File: config.mk
export PLATFORM = sky130hd
export DESIGN_NAME = mov_seq_flat
export DESIGN_NICKNAME = d
export VERILOG_FILES = /design/src/rtl/mov_seq_pkg.sv /design/src/rtl/mov_seq_if.sv /design/src/rtl/mov_seq_hw_pick.sv /design/src/rtl/mov_seq.sv /design/src/flat_wrapper.sv
export SDC_FILE = /design/constraint.sdc
export NUM_CORES = 1
export LEC_CHECK = 0
export ABC_CLOCK_PERIOD_IN_PS = 2700
export CELL_PAD_IN_SITES_DETAIL_PLACEMENT = 0
export CELL_PAD_IN_SITES_GLOBAL_PLACEMENT = 1
export CORE_UTILIZATION = 41
export CTS_BUF_LIST = sky130_fd_sc_hd__clkbuf_16
export DETAILED_ROUTE_END_ITERATION = 10
export PLACE_DENSITY_LB_ADDON = 0.1
export SYNTH_ARGS = -nofsm -noshare
export SYNTH_HDL_FRONTEND = slang
export SYNTH_SLANG_ARGS = --single-unit
File: constraint.sdc
create_clock -name clk -period 2.7 [get_ports clk]
set_clock_uncertainty 0.1 [all_clocks]
set_input_delay 0.54 -clock clk [delete_from_list [all_inputs] [get_ports clk]]
set_output_delay 0.54 -clock clk [all_outputs]
set_load 0.01 [all_outputs]
File: src/rtl/mov_seq_pkg.sv
// mov_seq_pkg: shared types and constants for the constant decomposer.
//   state_t      - FSM states (IDLE, EMIT)
//   MOV_TYPE_*   - mov_type encoding shared with the MOVZ/MOVK calculator
//   mov_op_t     - one emitted operation {rd, imm16, shamt, mov_type, last}
//   build_mask   - pending-halfword mask for a freshly accepted constant
// Optional feature macro: MOVSEQ_ZERO_SKIP_EN (skip all-zero halfwords).
package mov_seq_pkg;

    typedef enum logic {
        IDLE = 1'b0,
        EMIT = 1'b1
    } state_t;

    localparam logic MOV_TYPE_MOVK = 1'b0;
    localparam logic MOV_TYPE_MOVZ = 1'b1;

    typedef struct packed {
        logic [4:0]  rd;
        logic [15:0] imm16;
        logic [1:0]  shamt;
        logic        mov_type;
        logic        last;
    } mov_op_t;

`ifdef MOVSEQ_ZERO_SKIP_EN
    localparam logic KEEP_ZERO_HW = 1'b0;
`else
    localparam logic KEEP_ZERO_HW = 1'b1;
`endif

    // Bit h marks halfword h as still to be emitted. Zero halfwords are only
    // dropped in the skip build; an all-zero constant still needs one MOVZ #0.
    function automatic logic [3:0] build_mask(input logic [63:0] value);
        logic [3:0] m;
        for (int h = 0; h < 4; h++) begin
            m[h] = (|value[16*h +: 16]) | KEEP_ZERO_HW;
        end
        if (m == 4'b0000) begin
            m = 4'b0001;
        end
        return m;
    endfunction

endpackage

File: src/rtl/mov_seq_if.sv
// mov_seq_if: command (in_*) and operation (out_*) handshake bundle.
//   master - constant source / op consumer side (testbench, expander)
//   slave  - mov_seq side
interface mov_seq_if;
    logic        in_valid;
    logic        in_ready;
    logic [63:0] in_value;
    logic [4:0]  in_rd;
    logic        out_valid;
    logic        out_ready;
    logic [4:0]  out_rd;
    logic [15:0] out_imm16;
    logic [1:0]  out_shamt;
    logic        out_mov_type;
    logic        out_last;

    modport master (
        output in_valid, in_value, in_rd, out_ready,
        input  in_ready, out_valid, out_rd, out_imm16, out_shamt,
               out_mov_type, out_last
    );

    modport slave (
        input  in_valid, in_value, in_rd, out_ready,
        output in_ready, out_valid, out_rd, out_imm16, out_shamt,
               out_mov_type, out_last
    );
endinterface

File: src/rtl/mov_seq_hw_pick.sv
// mov_hw_pick: combinational lowest-set-bit picker over the pending mask.
//   mask   in  4  pending halfwords
//   idx    out 2  index of the lowest set bit (0 when mask is empty)
//   clr    out 4  one-hot of that bit (all zero when mask is empty)
//   single out 1  exactly one bit of mask is set
module mov_hw_pick (
    input  logic [3:0] mask,
    output logic [1:0] idx,
    output logic [3:0] clr,
    output logic       single
);
    // A bit wins when it is set and nothing below it is set.
    generate
        for (genvar gi = 0; gi < 4; gi++) begin : g_pick
            if (gi == 0) begin : g_lsb
                assign clr[gi] = mask[gi];
            end else begin : g_upper
                assign clr[gi] = mask[gi] & ~(|mask[gi-1:0]);
            end
        end
    endgenerate

    assign idx    = {clr[3] | clr[2], clr[3] | clr[1]};
    assign single = (mask != 4'b0000) && ((mask & (mask - 4'd1)) == 4'b0000);
endmodule

File: src/rtl/mov_seq.sv
// mov_seq: splits a 64-bit constant into MOVZ + MOVK operations for rd.
//   clk      in  rising-edge clock
//   reset_n  in  asynchronous active-low reset
//   bus      slave modport of mov_seq_if (in_* command, out_* operation)
// Outputs are decoded from registered state only.
// Optional feature macro: MOVSEQ_ZERO_SKIP_EN (see mov_seq_pkg).
module mov_seq
    import mov_seq_pkg::*;
(
    input  logic     clk,
    input  logic     reset_n,
    mov_seq_if.slave bus
);
    state_t      state_reg;
    logic [63:0] value_reg;
    logic [4:0]  rd_reg;
    logic [3:0]  mask_reg;
    logic        first_reg;

    logic [15:0] hw [4];
    logic [1:0]  pick_idx;
    logic [3:0]  pick_clr;
    logic        pick_single;
    mov_op_t     cur_op;

    generate
        for (genvar gi = 0; gi < 4; gi++) begin : g_hw
            assign hw[gi] = value_reg[16*gi +: 16];
        end
    endgenerate

    mov_hw_pick u_pick (
        .mask   (mask_reg),
        .idx    (pick_idx),
        .clr    (pick_clr),
        .single (pick_single)
    );

    // Operation fields read as zero outside EMIT so an idle block shows a
    // clean bus rather than leftovers of the previous command.
    always_comb begin
        cur_op = '0;
        if (state_reg == EMIT) begin
            cur_op.rd       = rd_reg;
            cur_op.imm16    = hw[pick_idx];
            cur_op.shamt    = pick_idx;
            cur_op.mov_type = first_reg ? MOV_TYPE_MOVZ : MOV_TYPE_MOVK;
            cur_op.last     = pick_single;
        end
    end

    assign bus.in_ready     = (state_reg == IDLE);
    assign bus.out_valid    = (state_reg == EMIT);
    assign bus.out_rd       = cur_op.rd;
    assign bus.out_imm16    = cur_op.imm16;
    assign bus.out_shamt    = cur_op.shamt;
    assign bus.out_mov_type = cur_op.mov_type;
    assign bus.out_last     = cur_op.last;

    always_ff @(posedge clk or negedge reset_n) begin
        if (!reset_n) begin
            state_reg <= IDLE;
            value_reg <= '0;
            rd_reg    <= '0;
            mask_reg  <= '0;
            first_reg <= 1'b0;
        end else begin
            unique case (state_reg)
                IDLE: begin
                    if (bus.in_valid) begin
                        value_reg <= bus.in_value;
                        rd_reg    <= bus.in_rd;
                        mask_reg  <= build_mask(bus.in_value);
                        first_reg <= 1'b1;
                        state_reg <= EMIT;
                    end
                end
                EMIT: begin
                    if (bus.out_ready) begin
                        mask_reg  <= mask_reg & ~pick_clr;
                        first_reg <= 1'b0;
                        // Last op leaves mask empty; the next command can
                        // only be taken from IDLE, never overlapped.
                        if (pick_single) begin
                            state_reg <= IDLE;
                        end
                    end
                end
                default: state_reg <= IDLE;
            endcase
        end
    end
endmodule

File: src/flat_wrapper.sv
// flat-port wrapper written by rule: the top's interface ports become plain ports
module mov_seq_flat import mov_seq_pkg::*;
  (clk, reset_n, bus_in_valid, bus_in_value, bus_in_rd, bus_out_ready, bus_in_ready, bus_out_valid, bus_out_rd, bus_out_imm16, bus_out_shamt, bus_out_mov_type, bus_out_last);
  mov_seq_if bus_i ();
  input  logic clk;
  input  logic reset_n;
  input wire logic [$bits(bus_i.in_valid)-1:0] bus_in_valid;
  input wire logic [$bits(bus_i.in_value)-1:0] bus_in_value;
  input wire logic [$bits(bus_i.in_rd)-1:0] bus_in_rd;
  input wire logic [$bits(bus_i.out_ready)-1:0] bus_out_ready;
  output wire logic [$bits(bus_i.in_ready)-1:0] bus_in_ready;
  output wire logic [$bits(bus_i.out_valid)-1:0] bus_out_valid;
  output wire logic [$bits(bus_i.out_rd)-1:0] bus_out_rd;
  output wire logic [$bits(bus_i.out_imm16)-1:0] bus_out_imm16;
  output wire logic [$bits(bus_i.out_shamt)-1:0] bus_out_shamt;
  output wire logic [$bits(bus_i.out_mov_type)-1:0] bus_out_mov_type;
  output wire logic [$bits(bus_i.out_last)-1:0] bus_out_last;
  assign bus_i.in_valid = bus_in_valid;
  assign bus_i.in_value = bus_in_value;
  assign bus_i.in_rd = bus_in_rd;
  assign bus_i.out_ready = bus_out_ready;
  assign bus_in_ready = bus_i.in_ready;
  assign bus_out_valid = bus_i.out_valid;
  assign bus_out_rd = bus_i.out_rd;
  assign bus_out_imm16 = bus_i.out_imm16;
  assign bus_out_shamt = bus_i.out_shamt;
  assign bus_out_mov_type = bus_i.out_mov_type;
  assign bus_out_last = bus_i.out_last;
  mov_seq u_core (.clk(clk), .reset_n(reset_n), .bus(bus_i));
endmodule
======== Word level (Yosys, flattened, before mapping) ========
Cells that the tools add are included.
word-level totals
  output and inout bits ................... 27
  register bits ........................... 75
  bits of input ports ..................... 73
operators by class
  add/subtract/negate cells ............... 1
  reduce and logical (&&, ||, !) cells .... 7
  order comparisons ....................... 1
  equality and inequality tests ........... 2
  bitwise logic cells ..................... 13
  multiplexer cells ....................... 15
operators by type and width
  cell                 count
  $bmux 16 s2          1
  $mux 16              2
  $mux 25              1
  $and 4x4->4          2
  $mux 4               2
  $pmux 4 s2           1
  $mux 1               6
  $logic_not 4->1      1
  $ne 2x2->1 const B   2
  $not 1->1            4
  $not 4->4            1
  $pmux 1 s2           2
  $reduce_and 2->1     2
  $reduce_bool 4->1    1
  $sub 4x1->4 const B  1
  $and 1x1->1          3
  $ge 3x3->1 const B   1
  $not 2->3            1
  $reduce_or 3->1      1
  $or 1x1->1           2
  $reduce_or 2->1      1
  $logic_and 1x1->1    1

======== Depth between registers and ports, before layout ========
Gate-level depths: netlist of the first run.
  depth in word-level cells ............... 9
  depth in mapped cells ................... 6
  mapped depth without buffers ............ 3

======== Modules after synthesis ========
Synthesis of the first run repeated with hierarchy kept, for this count alone.
unflattened totals
  cells, all modules ...................... 247
  area total of the unflattened synthesis .. 3487.1 sq um
modules (own cells, without submodules)
  module       sequential area each (sq um)  instances  area each (sq um)  cells an instance
  mov_seq      1876.8                        1          3403.3             234
  mov_hw_pick  0.0                           1          83.8               13

======== Least setup slack after synthesis of the first run ========
OpenSTA, ideal clock, no wires.
  path kind ............................... register to output
  from .................................... register u_core.mask_reg[0]
  to ...................................... output port bus_out_imm16[10]
  data arrival time ....................... 1342 ps
  setup slack ............................. 718 ps
  stages on the path, launching flop included .. 7
  path through ............................ dfrtp_1 > buf_6 > or3b_1 > buf_6 > buf_8 > a21o_1 > o211ai_2
between the ends
  cells in the longest elaborated chain, start to end .. 9
RTL lines
  element                                                    RTL line               source
  start: declaration                                         mov_seq.sv:17          logic [3:0] mask_reg;
  start signal: assignment                                   mov_seq.sv:73          mask_reg <= build_mask(bus.in_value);
  start signal: assignment                                   mov_seq.sv:80          mask_reg <= mask_reg & ~pick_clr;
  $reduce_or 3->1 / $reduce_or 2->1 (equally long branches)  mov_seq_hw_pick.sv:18  assign clr[gi] = mask[gi] & ~(|mask[gi-1:0]);
  $not 1->1                                                  mov_seq_hw_pick.sv:18
  $and 1x1->1                                                mov_seq_hw_pick.sv:18
  $or 1x1->1                                                 mov_seq_hw_pick.sv:23  assign idx = {clr[3] | clr[2], clr[3] | clr[1]};
  $not 2->3 (implied by the code) (*)                        mov_seq.sv:45          cur_op.imm16 = hw[pick_idx];
  $bmux 16 s2 (*)                                            mov_seq.sv:45
  $mux 16 (implied by the code) (*) (2 in series)            mov_seq.sv:45
  $mux 25 (*)                                                mov_seq.sv:43          if (state_reg == EMIT) begin
  end: declaration                                           flat_wrapper.sv:14     output wire logic [$bits(bus_i.out_imm16)-1:0] bus_out_imm16;
Every way passes the cells marked *; elsewhere a longest branch is shown, timed or not. The select of a mux whose other input is x is not followed.

======== Worst setup path in the final report of the first run ========
  from .................................... register u_core.mask_reg[0]
  to ...................................... output port bus_out_imm16[2]
The elaborated chain is that of the path after synthesis.

==> impl_metrics.tcl, run 1 <==
set metrics [dict create \
    grt_pass1_wl_mm 14.36 \
    tightest_slew_ns 0.9318 \
    internal_power_w 0.003908 \
    period_share_pct 96.77 \
    tns_ns 0 \
    rsz0062_at_grt "no" \
    nets 471 \
    ys_warn_count 0 \
    crit_slowest_cell "dfrtp_1" \
    routabilityCongestion 0.8120 \
    hold_violations 0 \
    irDropWorstVdd_mv 0.5183 \
    worstRegToRegCells 4 \
    largest_reg_flops 64 \
    p_per_area_nw_per_um2 1199 \
    start_kind "register" \
    area_growth_pct 36.32 \
    clkLatencyLatePin_ns 0.32 \
    ys_ff_latch 74 \
    total_power_w 0.006110 \
    clkTransAtPathRegs_ns 0.05 \
    coreArea_um2 8763 \
    r2r-end "u_core.value_reg[13]" \
    vias 2699 \
    io_pins 100 \
    comb_power_share_pct 50.3 \
    via_per_inst 5.303 \
    worst_path_largest_cell_delay_ns 0.43 \
    route.detailed.drc 0 \
    pre_cts_slack_ns 0.06206 \
    grt_overflow_total 0 \
    endpoint_kind "primary output" \
    die_x_um 97.48 \
    cts_tree "done" \
    place_inst 495 \
    antenna_found_initial 0 \
    grt-busiest-layer "met1" \
    path_max_fanout 8 \
    maxCapViolCount 0 \
    port_buffers 99 \
    syn_area_per_cell_um2 12.25 \
    crit_chain "or3b_1 > buf_4 > a21o_2 > o211ai_1 > dlygate4sd2_1" \
    crit_type "reg2out" \
    cts_setup_buffers 0 \
    slew_headroom_pct 37.88 \
    cts-root-buf "clkbuf_16" \
    place_hpwl_mm 5.939 \
    p_seq_share_pct 33.0 \
    rows 34 \
    drive_gt1_share_pct 30.17 \
    use_met2_pct 27.54 \
    cts_buffers 9 \
    routedWlPerCell_um 17.32 \
    initial_utilization_pct 42.65 \
    hold_class "in2async" \
    hold_slack_ns 0.2492 \
    status "finished clean" \
    grt_pass1_vias 2711 \
    die_h_um 97.48 \
    grt_max_degree 75 \
    htreeDepth 3 \
    grt_usage_pct 19.39 \
    n_fill_cell 773 \
    p_leak_nw 2.103 \
    clockBufferDepth 2 \
    ys_seq_area_share_pct 49.55 \
    final_common_cell "clkdlybuf4s50_1" \
    switching_share_pct 36.04 \
    stdcell_count 509 \
    met3_usage_pct 4.892 \
    fin_ws_ns 0.08713 \
    setup_viol 0 \
    synth.distinct_cells 30 \
    layout_common_cells "79 x clkdlybuf4s50_1, 72 x dfrtp_1, 69 x mux2_2, 23 x o211ai_1, 17 x nand2_1" \
    r2r_setup_slack_ns 0.98 \
    cts_sinks 74 \
    synth_nets 378 \
    slew_violations 0 \
    dieArea_um2 9501 \
    r2r-start "u_core.bus.out_valid" \
    first_iter_violations 105 \
    fmax_mhz 382.7 \
    syn_inst 305 \
    firstDrtPassIters 4 \
    use_met1_pct 28.60 \
    routed_wl_mm 8.814 \
    antenna_left 0 \
    cp.arrival_ns 1.97 \
    clkPwrFrac_pct 16.7 \
    antennaDiodeCount 0 \
    required_ns 2.06 \
    fin_crit_ns 2.613 \
    switching_power_w 0.002202 \
    hold_buffers 0 \
    syn_area_um2 3737 \
]
worst max-delay path by stage:
stage                       startpoint           endpoint  slack (ns)  cells after the start
finish              u_core.mask_reg[0]   bus_out_imm16[2]        0.09                      5
global route        u_core.mask_reg[0]   bus_out_imm16[1]        0.01                      5
CTS                 u_core.mask_reg[0]       bus_out_last       0.008                      5
detailed placement  u_core.mask_reg[0]   bus_out_imm16[2]        0.06                      4
global placement    u_core.mask_reg[0]   bus_out_imm16[2]        0.14                      4
floorplan           u_core.mask_reg[0]  bus_out_imm16[10]        0.72                      6
critical path, delay by kind of cell, from the launching register on:
family                 cells  cell delay [ns]
DFF                        1             0.43
buffers and inverters      2             0.48
and+or+nand+nor            1             0.43
AOI/OAI and AO/OA          2             0.32
metrics by stage:
stage / instance area (um^2) / utilization, %
after floorplan: 3737 / -
after global placement: 4833 / 55.15
after detailed placement: 4833 / 55.15
after CTS: 5082 / 58.00
after global routing: 5095 / 58.14
final: 5095 / 58.14
logic make-up after synthesis:
family,Yosys count,share of synthesized area [%]
compound gates,57,12.62
xor+xnor,1,0.2344
buf+inv,34,4.821
flops,74,49.55
simple gates,70,11.99
mux,69,20.79
per-layer routing:
layer  vias to the layer above  share of wire (%)
met5                         -                  0
met4                         0                1.1
met3                         7                4.1
met2                        64                 45
met1                      1327                 50
li1                       1301                  -
Yosys cell counts (all sizes together):
library cell | instances | area share (%)
o2bb2ai | 1 | 0.23
nor4b | 2 | 0.47
nand4b | 16 | 3.7
nor2 | 7 | 0.77
nand2b | 2 | 0.33
clkbuf | 8 | 0.80
inv | 3 | 0.30
o211ai | 32 | 7.6
a211oi | 1 | 0.20
o31ai | 1 | 0.20
buf | 23 | 3.7
nor2b | 1 | 0.17
mux2 | 69 | 21
or3b | 1 | 0.23
a21oi | 3 | 0.40
a21o | 16 | 3.4
dfrtp | 74 | 50
or2 | 1 | 0.17
o21ai | 2 | 0.27
xor2 | 1 | 0.23
nand2 | 17 | 1.7
o22a | 1 | 0.23
nand3b | 16 | 3.2
and2 | 7 | 1.2
timing repair:
action                     CTS  global route
setup endpoints to repair   18             3
gates resized for setup     21             5
pin swaps                    0             0
final cells by class:
type	count	area (um^2)	area share, %
sequential	74	1854	36.39
multi-input combinational	197	1734	34.04
timing repair buffer	113	1110	21.78
clock buffer	9	225.2	4.420
tap	108	135.1	2.652
clock inverter	5	25.02	0.4912
inverter	3	11.26	0.2210
power by group through the flow:
stage | combinational (W) | clock (W) | sequential [W]
after floorplan | 0.00207 | 0 | 0.00189
final | 0.00307 | 0.00102 | 0.00201
after global routing | 0.00334 | 0.00110 | 0.00209
after CTS | 0.00310 | 0.00105 | 0.00201
after detailed placement | 0.00325 | 0 | 0.00202
after global placement | 0.00320 | 0 | 0.00200
No activity file was read; power rests on OpenSTA's default activity.
==> run 2, diff against run 1 <==
--- a/config.mk
+++ b/config.mk
@@ -15,3 +15,4 @@
 export SYNTH_ARGS = -nofsm -noshare
 export SYNTH_HDL_FRONTEND = slang
 export SYNTH_SLANG_ARGS = --single-unit
+export TNS_END_PERCENT = 20
==> constraint.sdc (replaced) <==
create_clock -name clk -period 2.7 [get_ports clk]
set_clock_uncertainty 0.1 [all_clocks]
set_input_delay 0.27 -clock clk [delete_from_list [all_inputs] [get_ports clk]]
set_output_delay 0.27 -clock clk [all_outputs]
set_load 0.01 [all_outputs]
==> run 2 against run 1 <==
The run now ends with hold timing left. Combinational power rose by 4%. Worst setup slack improved by 0.048 ns. Clock power rose by 13%. Total power rose by 4.4%. Non-clock buffer count fell by 3. Maximum frequency rose by 1.9%. Flip-flop and latch count did not move. Largest cell class unchanged.
==> impl_metrics.tcl, run 2 (synthesis gave the netlist of run 1 again) <==
set metrics [dict create \
    slew_headroom_pct 37.26 \
    violations "hold timing" \
    routabilityCongestion 0.7772 \
    route.detailed.drc 0 \
    p_per_area_nw_per_um2 1254 \
    grt_usage_pct 20.41 \
    hold_class "in2async" \
    final_common_cell "clkdlybuf4s50_1" \
    wl_met3_um 496 \
    total_power_w 0.006377 \
    clockBufferDepth 2 \
    endpoint_kind "primary output" \
    place_hpwl_mm 6.116 \
    routedWlPerCell_um 17.68 \
    crit_type "reg2out" \
    antenna_found_initial 0 \
    top_layer "met4" \
    slew_violations 0 \
    wl_met2_mm 3.882 \
    cts-root-buf "clkbuf_16" \
    clkTransAtPathRegs_ns 0.06 \
    first_iter_violations 105 \
    area_growth_pct 36.12 \
    tns_ns 0 \
    setup_viol 0 \
    cp.arrival_ns 2.20 \
    vias 2719 \
    r2r-end "u_core.value_reg[5]" \
    via_per_inst 5.363 \
    irDropWorstVdd_mv 0.7338 \
    routed_wl_mm 8.963 \
    antenna_left 0 \
    firstDrtPassIters 4 \
    port_buffers 99 \
    cts_setup_buffers 0 \
    largest_reg_flops 64 \
    dpl-instance-area_um2 4786 \
    coreArea_um2 8763 \
    start_kind "register" \
    wl_met1_mm 4.470 \
    rsz0062_at_grt "no" \
    grt_pass1_wl_mm 15.09 \
    grt_pass1_vias 2827 \
    nets 468 \
    required_ns 2.33 \
    tightest_slew_ns 0.9410 \
    status "finished with violations" \
    initial_utilization_pct 42.65 \
    place_inst 492 \
    dieArea_um2 9501 \
    p_leak_nw 2.002 \
    layout_common_cells "98 x clkdlybuf4s50_1, 73 x dfrtp_1, 69 x mux2_2, 23 x o211ai_1, 17 x nand2_1" \
    finalInstanceArea_um2 5087 \
    fin_crit_ns 2.565 \
    hold_slack_ns -0.03928 \
    rows 34 \
    hold_violations 20 \
    cts_tree "done" \
    maxCapViolCount 0 \
    die_h_um 97.48 \
    grt_max_degree 75 \
    cts_sinks 74 \
    antennaDiodeCount 0 \
    grt_overflow_total 0 \
    cts_buffers 9 \
    drive_gt1_share_pct 29.32 \
    clkLatencyLatePin_ns 0.33 \
    r2r_setup_slack_ns 0.77 \
    io_pins 100 \
    fmax_mhz 389.8 \
    stdcell_count 507 \
    r2r-start "u_core.bus.out_valid" \
    worstRegToRegCells 4 \
    path_max_fanout 18 \
    htreeDepth 3 \
    die_x_um 97.48 \
    period_share_pct 95.01 \
]
[run 2: changes by cell type in the layout (fill, tap and decap cells not counted), moves of 2 or more]
cell,previous run,this run
buf_12,2,0
clkdlybuf4s50_1,79,98
dlygate4sd2_1,16,0
dlymetal6s2s_1,3,0
nor4b_1,0,2
nor4b_2,2,0
[run 2: metal layers]
metal / up-vias / GRT usage (%)
met5: - / 0
met4: 0 / 6.109
met3: 10 / 5.036
met2: 78 / 29.42
met1: 1341 / 30.21
li1: 1290 / -
[run 2: layout make-up]
class                           count  area (um^2)
Sequential cell                    74         1853
Tap cell                          108        135.1
Clock buffer                        9        225.2
Fill cell                         757         3676
Multi-Input combinational cell    197         1729
Timing Repair Buffer              110         1075
Clock inverter                      6        58.81
Inverter                            3        11.26
[run 2: metrics by stage]
stage	utilization, %	hold WS (ns)	setup slack, ns
floorplan	-	-0.1256	0.9881
global placement	54.61	0.3837	0.3070
detailed placement	54.61	0.3830	0.2590
CTS	57.97	0.02905	0.07730
global route	58.05	0.07395	0.02800
finish	58.05	-0.03928	0.1347
[run 2: power breakdown]
part / internal [W] / switching [W]
clock network: 0.000703 / 0.000444
registers: 0.00168 / 0.000351
logic: 0.00178 / 0.00142
total: 0.00416 / 0.00222
[run 2: worst max-delay path by stage]
stage                  startpoint                end  slack [ns]  depth (start not counted)
3_5_place_dp   u_core.mask_reg[1]   bus_out_imm16[2]        0.26                          4
6_report       u_core.mask_reg[0]   bus_out_imm16[2]        0.13                          4
4_1_cts        u_core.mask_reg[1]  bus_out_imm16[10]        0.08                          6
5_1_grt        u_core.mask_reg[2]   bus_out_imm16[2]        0.03                          5
3_3_place_gp   u_core.mask_reg[1]   bus_out_imm16[2]        0.31                          4
2_1_floorplan  u_core.mask_reg[0]  bus_out_imm16[10]        0.99                          6
[run 2: worst max-delay path: stages, from the launching register on]
cell and delay (ns):
dfrtp_1 0.44, or3b_4 0.54, a21o_2 0.23, o211ai_1 0.09, clkdlybuf4s50_1 0.57
[run 2: repair_timing]
item,CTS,global route
setup endpoints to repair,16,10
hold buffers,0,0
gates resized for setup,3,3
==> run 3, diff against run 2 <==
--- a/config.mk
+++ b/config.mk
@@ -5,13 +5,14 @@
 export SDC_FILE = /design/constraint.sdc
 export NUM_CORES = 1
 export LEC_CHECK = 0
-export ABC_CLOCK_PERIOD_IN_PS = 2700
+export ABC_CLOCK_PERIOD_IN_PS = 2100
 export CELL_PAD_IN_SITES_DETAIL_PLACEMENT = 0
 export CELL_PAD_IN_SITES_GLOBAL_PLACEMENT = 1
-export CORE_UTILIZATION = 41
+export CORE_UTILIZATION = 34
 export CTS_BUF_LIST = sky130_fd_sc_hd__clkbuf_16
 export DETAILED_ROUTE_END_ITERATION = 10
-export PLACE_DENSITY_LB_ADDON = 0.1
+export PLACE_DENSITY_LB_ADDON = 0.08
+export SKIP_CTS_REPAIR_TIMING = 1
 export SYNTH_ARGS = -nofsm -noshare
 export SYNTH_HDL_FRONTEND = slang
 export SYNTH_SLANG_ARGS = --single-unit
==> constraint.sdc (replaced) <==
create_clock -name clk -period 2.1 [get_ports clk]
set_clock_uncertainty 0.1 [all_clocks]
set_input_delay 0.21 -clock clk [delete_from_list [all_inputs] [get_ports clk]]
set_output_delay 0.21 -clock clk [all_outputs]
set_load 0.01 [all_outputs]
==> run 3 against run 2 <==
The run now ends clean. Register-to-register slack worse by 0.37 ns. Sequential power increased by 26%. Non-clock buffer count rose by 22. Core utilization is 6.9 points lower. Final cell count rose by 10%. Clock power grew 38%. Clock-buffer cell count unchanged. Total power is 36% higher. Worst setup slack worse by 0.093 ns. Critical endpoint is now bus_out_imm16[12]. Largest cell class unchanged.
==> impl_metrics.tcl, run 3 (synthesis gave the netlist of run 1 again) <==
set metrics [dict create \
    status "finished clean" \
    antennaDiodeCount 0 \
    final_common_cell "clkdlybuf4s50_1" \
    slew_violations 0 \
    place_hpwl_mm 6.737 \
    dpl-instance-area_um2 5006 \
    path_max_fanout 6 \
    setup_viol 0 \
    slew_headroom_pct 72.24 \
    htreeDepth 3 \
    maxCapViolCount 0 \
    irDropWorstVdd_mv 0.5660 \
    layout_common_cells "78 x clkdlybuf4s50_1, 73 x dfrtp_1, 69 x mux2_2, 23 x o211ai_1, 21 x buf_4" \
    port_buffers 99 \
    grt_usage_pct 18.05 \
    p_leak_nw 2.248 \
    dieArea_um2 11420 \
    total_power_w 0.008658 \
    route.detailed.drc 0 \
    cp.arrival_ns 1.75 \
    nets 490 \
    hold_violations 0 \
    required_ns 1.79 \
    largest_reg_flops 64 \
    antenna_left 0 \
    routedWlPerCell_um 17.84 \
    finalInstanceArea_um2 5374 \
    cts_tree "done" \
    start_kind "register" \
    fmax_mhz 486.0 \
    hold_class "in2async" \
    place_inst 533 \
    rsz0062_at_grt "yes" \
    io_pins 100 \
    first_iter_violations 77 \
    clkLatencyLatePin_ns 0.33 \
    area_growth_pct 43.79 \
    endpoint_kind "primary output" \
    die_x_um 106.8 \
    stdcell_count 558 \
    rows 37 \
    via_per_inst 5.036 \
    period_share_pct 97.99 \
    tightest_slew_ns 0.4163 \
    cts-root-buf "clkbuf_16" \
    grt_pass1_vias 2872 \
    tns_ns 0 \
    grt_max_degree 75 \
    cts_sinks 74 \
    drive_gt1_share_pct 36.49 \
    coreArea_um2 10510 \
    p_per_area_nw_per_um2 1611 \
    antenna_found_initial 0 \
    die_h_um 106.8 \
    vias 2810 \
    crit_type "reg2out" \
    clockBufferDepth 2 \
    routed_wl_mm 9.954 \
    firstDrtPassIters 4 \
    initial_utilization_pct 35.56 \
    clkTransAtPathRegs_ns 0.06 \
    cts_buffers 9 \
    grt_overflow_total 0 \
    routabilityCongestion 0.7481 \
    n_fill_cell 977 \
    fin_crit_ns 2.058 \
    grt_pass1_wl_mm 15.50 \
]
run 3: final cells by class:
class | count | area [um^2] | share of cell area [%]
well taps | 136 | 170.2 | 3.166
clock inverters | 7 | 78.83 | 1.467
inverters | 3 | 11.26 | 0.2095
repair buffers | 132 | 1279 | 23.80
multi-input cells | 197 | 1757 | 32.69
clock buffers | 9 | 225.2 | 4.191
flip-flops and latches | 74 | 1853 | 34.48
run 3: per-layer routing:
metal,up-vias,track usage [%],routed length (um),share of wire (%)
met3,11,3.769,455,4.6
met5,-,0,0,0
met1,1388,27.50,5210,52
met2,67,24.61,4147,42
met4,0,7.045,140,1.4
li1,1344,-,-,-
run 3: final timing paths:
kind	startpoint	cells after the start	to	slack, ns
min	reset_n	3	u_core.value_reg[47]	0.34
max reg2reg	u_core.bus.out_valid	5	u_core.value_reg[18]	0.40
min in group clk	bus_in_value[1]	2	u_core.value_reg[1]	0.39
min reg2reg	u_core.rd_reg[4]	1	u_core.rd_reg[4]	0.40
max in group asynchronous	reset_n	3	u_core.mask_reg[2]	1.22
max	u_core.mask_reg[0]	5	bus_out_imm16[12]	0.04
run 3: worst max-delay path, stage by stage (launching register included):
cell	delay (ns)
dfrtp_1	0.39
or3b_4	0.41
buf_6	0.14
a21o_2	0.21
o211ai_1	0.09
clkbuf_2	0.17
run 3: where the power goes:
part | internal, W | switching, W | leakage, nW
clock | 0.00102 | 0.000567 | 0.162
sequential | 0.00216 | 0.000406 | 0.877
combinational | 0.00242 | 0.00209 | 1.21
total | 0.00560 | 0.00306 | 2.25
run 3: stage by stage:
step | utilization [%] | setup slack (ns) | hold slack [ns]
2_1_floorplan | - | 0.4481 | -0.1856
3_3_place_gp | 47.64 | -0.03808 | 0.1695
3_5_place_dp | 47.64 | -0.04735 | 0.1704
4_1_cts | 50.53 | -0.4166 | -0.1802
5_1_grt | 51.14 | -0.004688 | 0.3805
6_report | 51.14 | 0.04219 | 0.3387
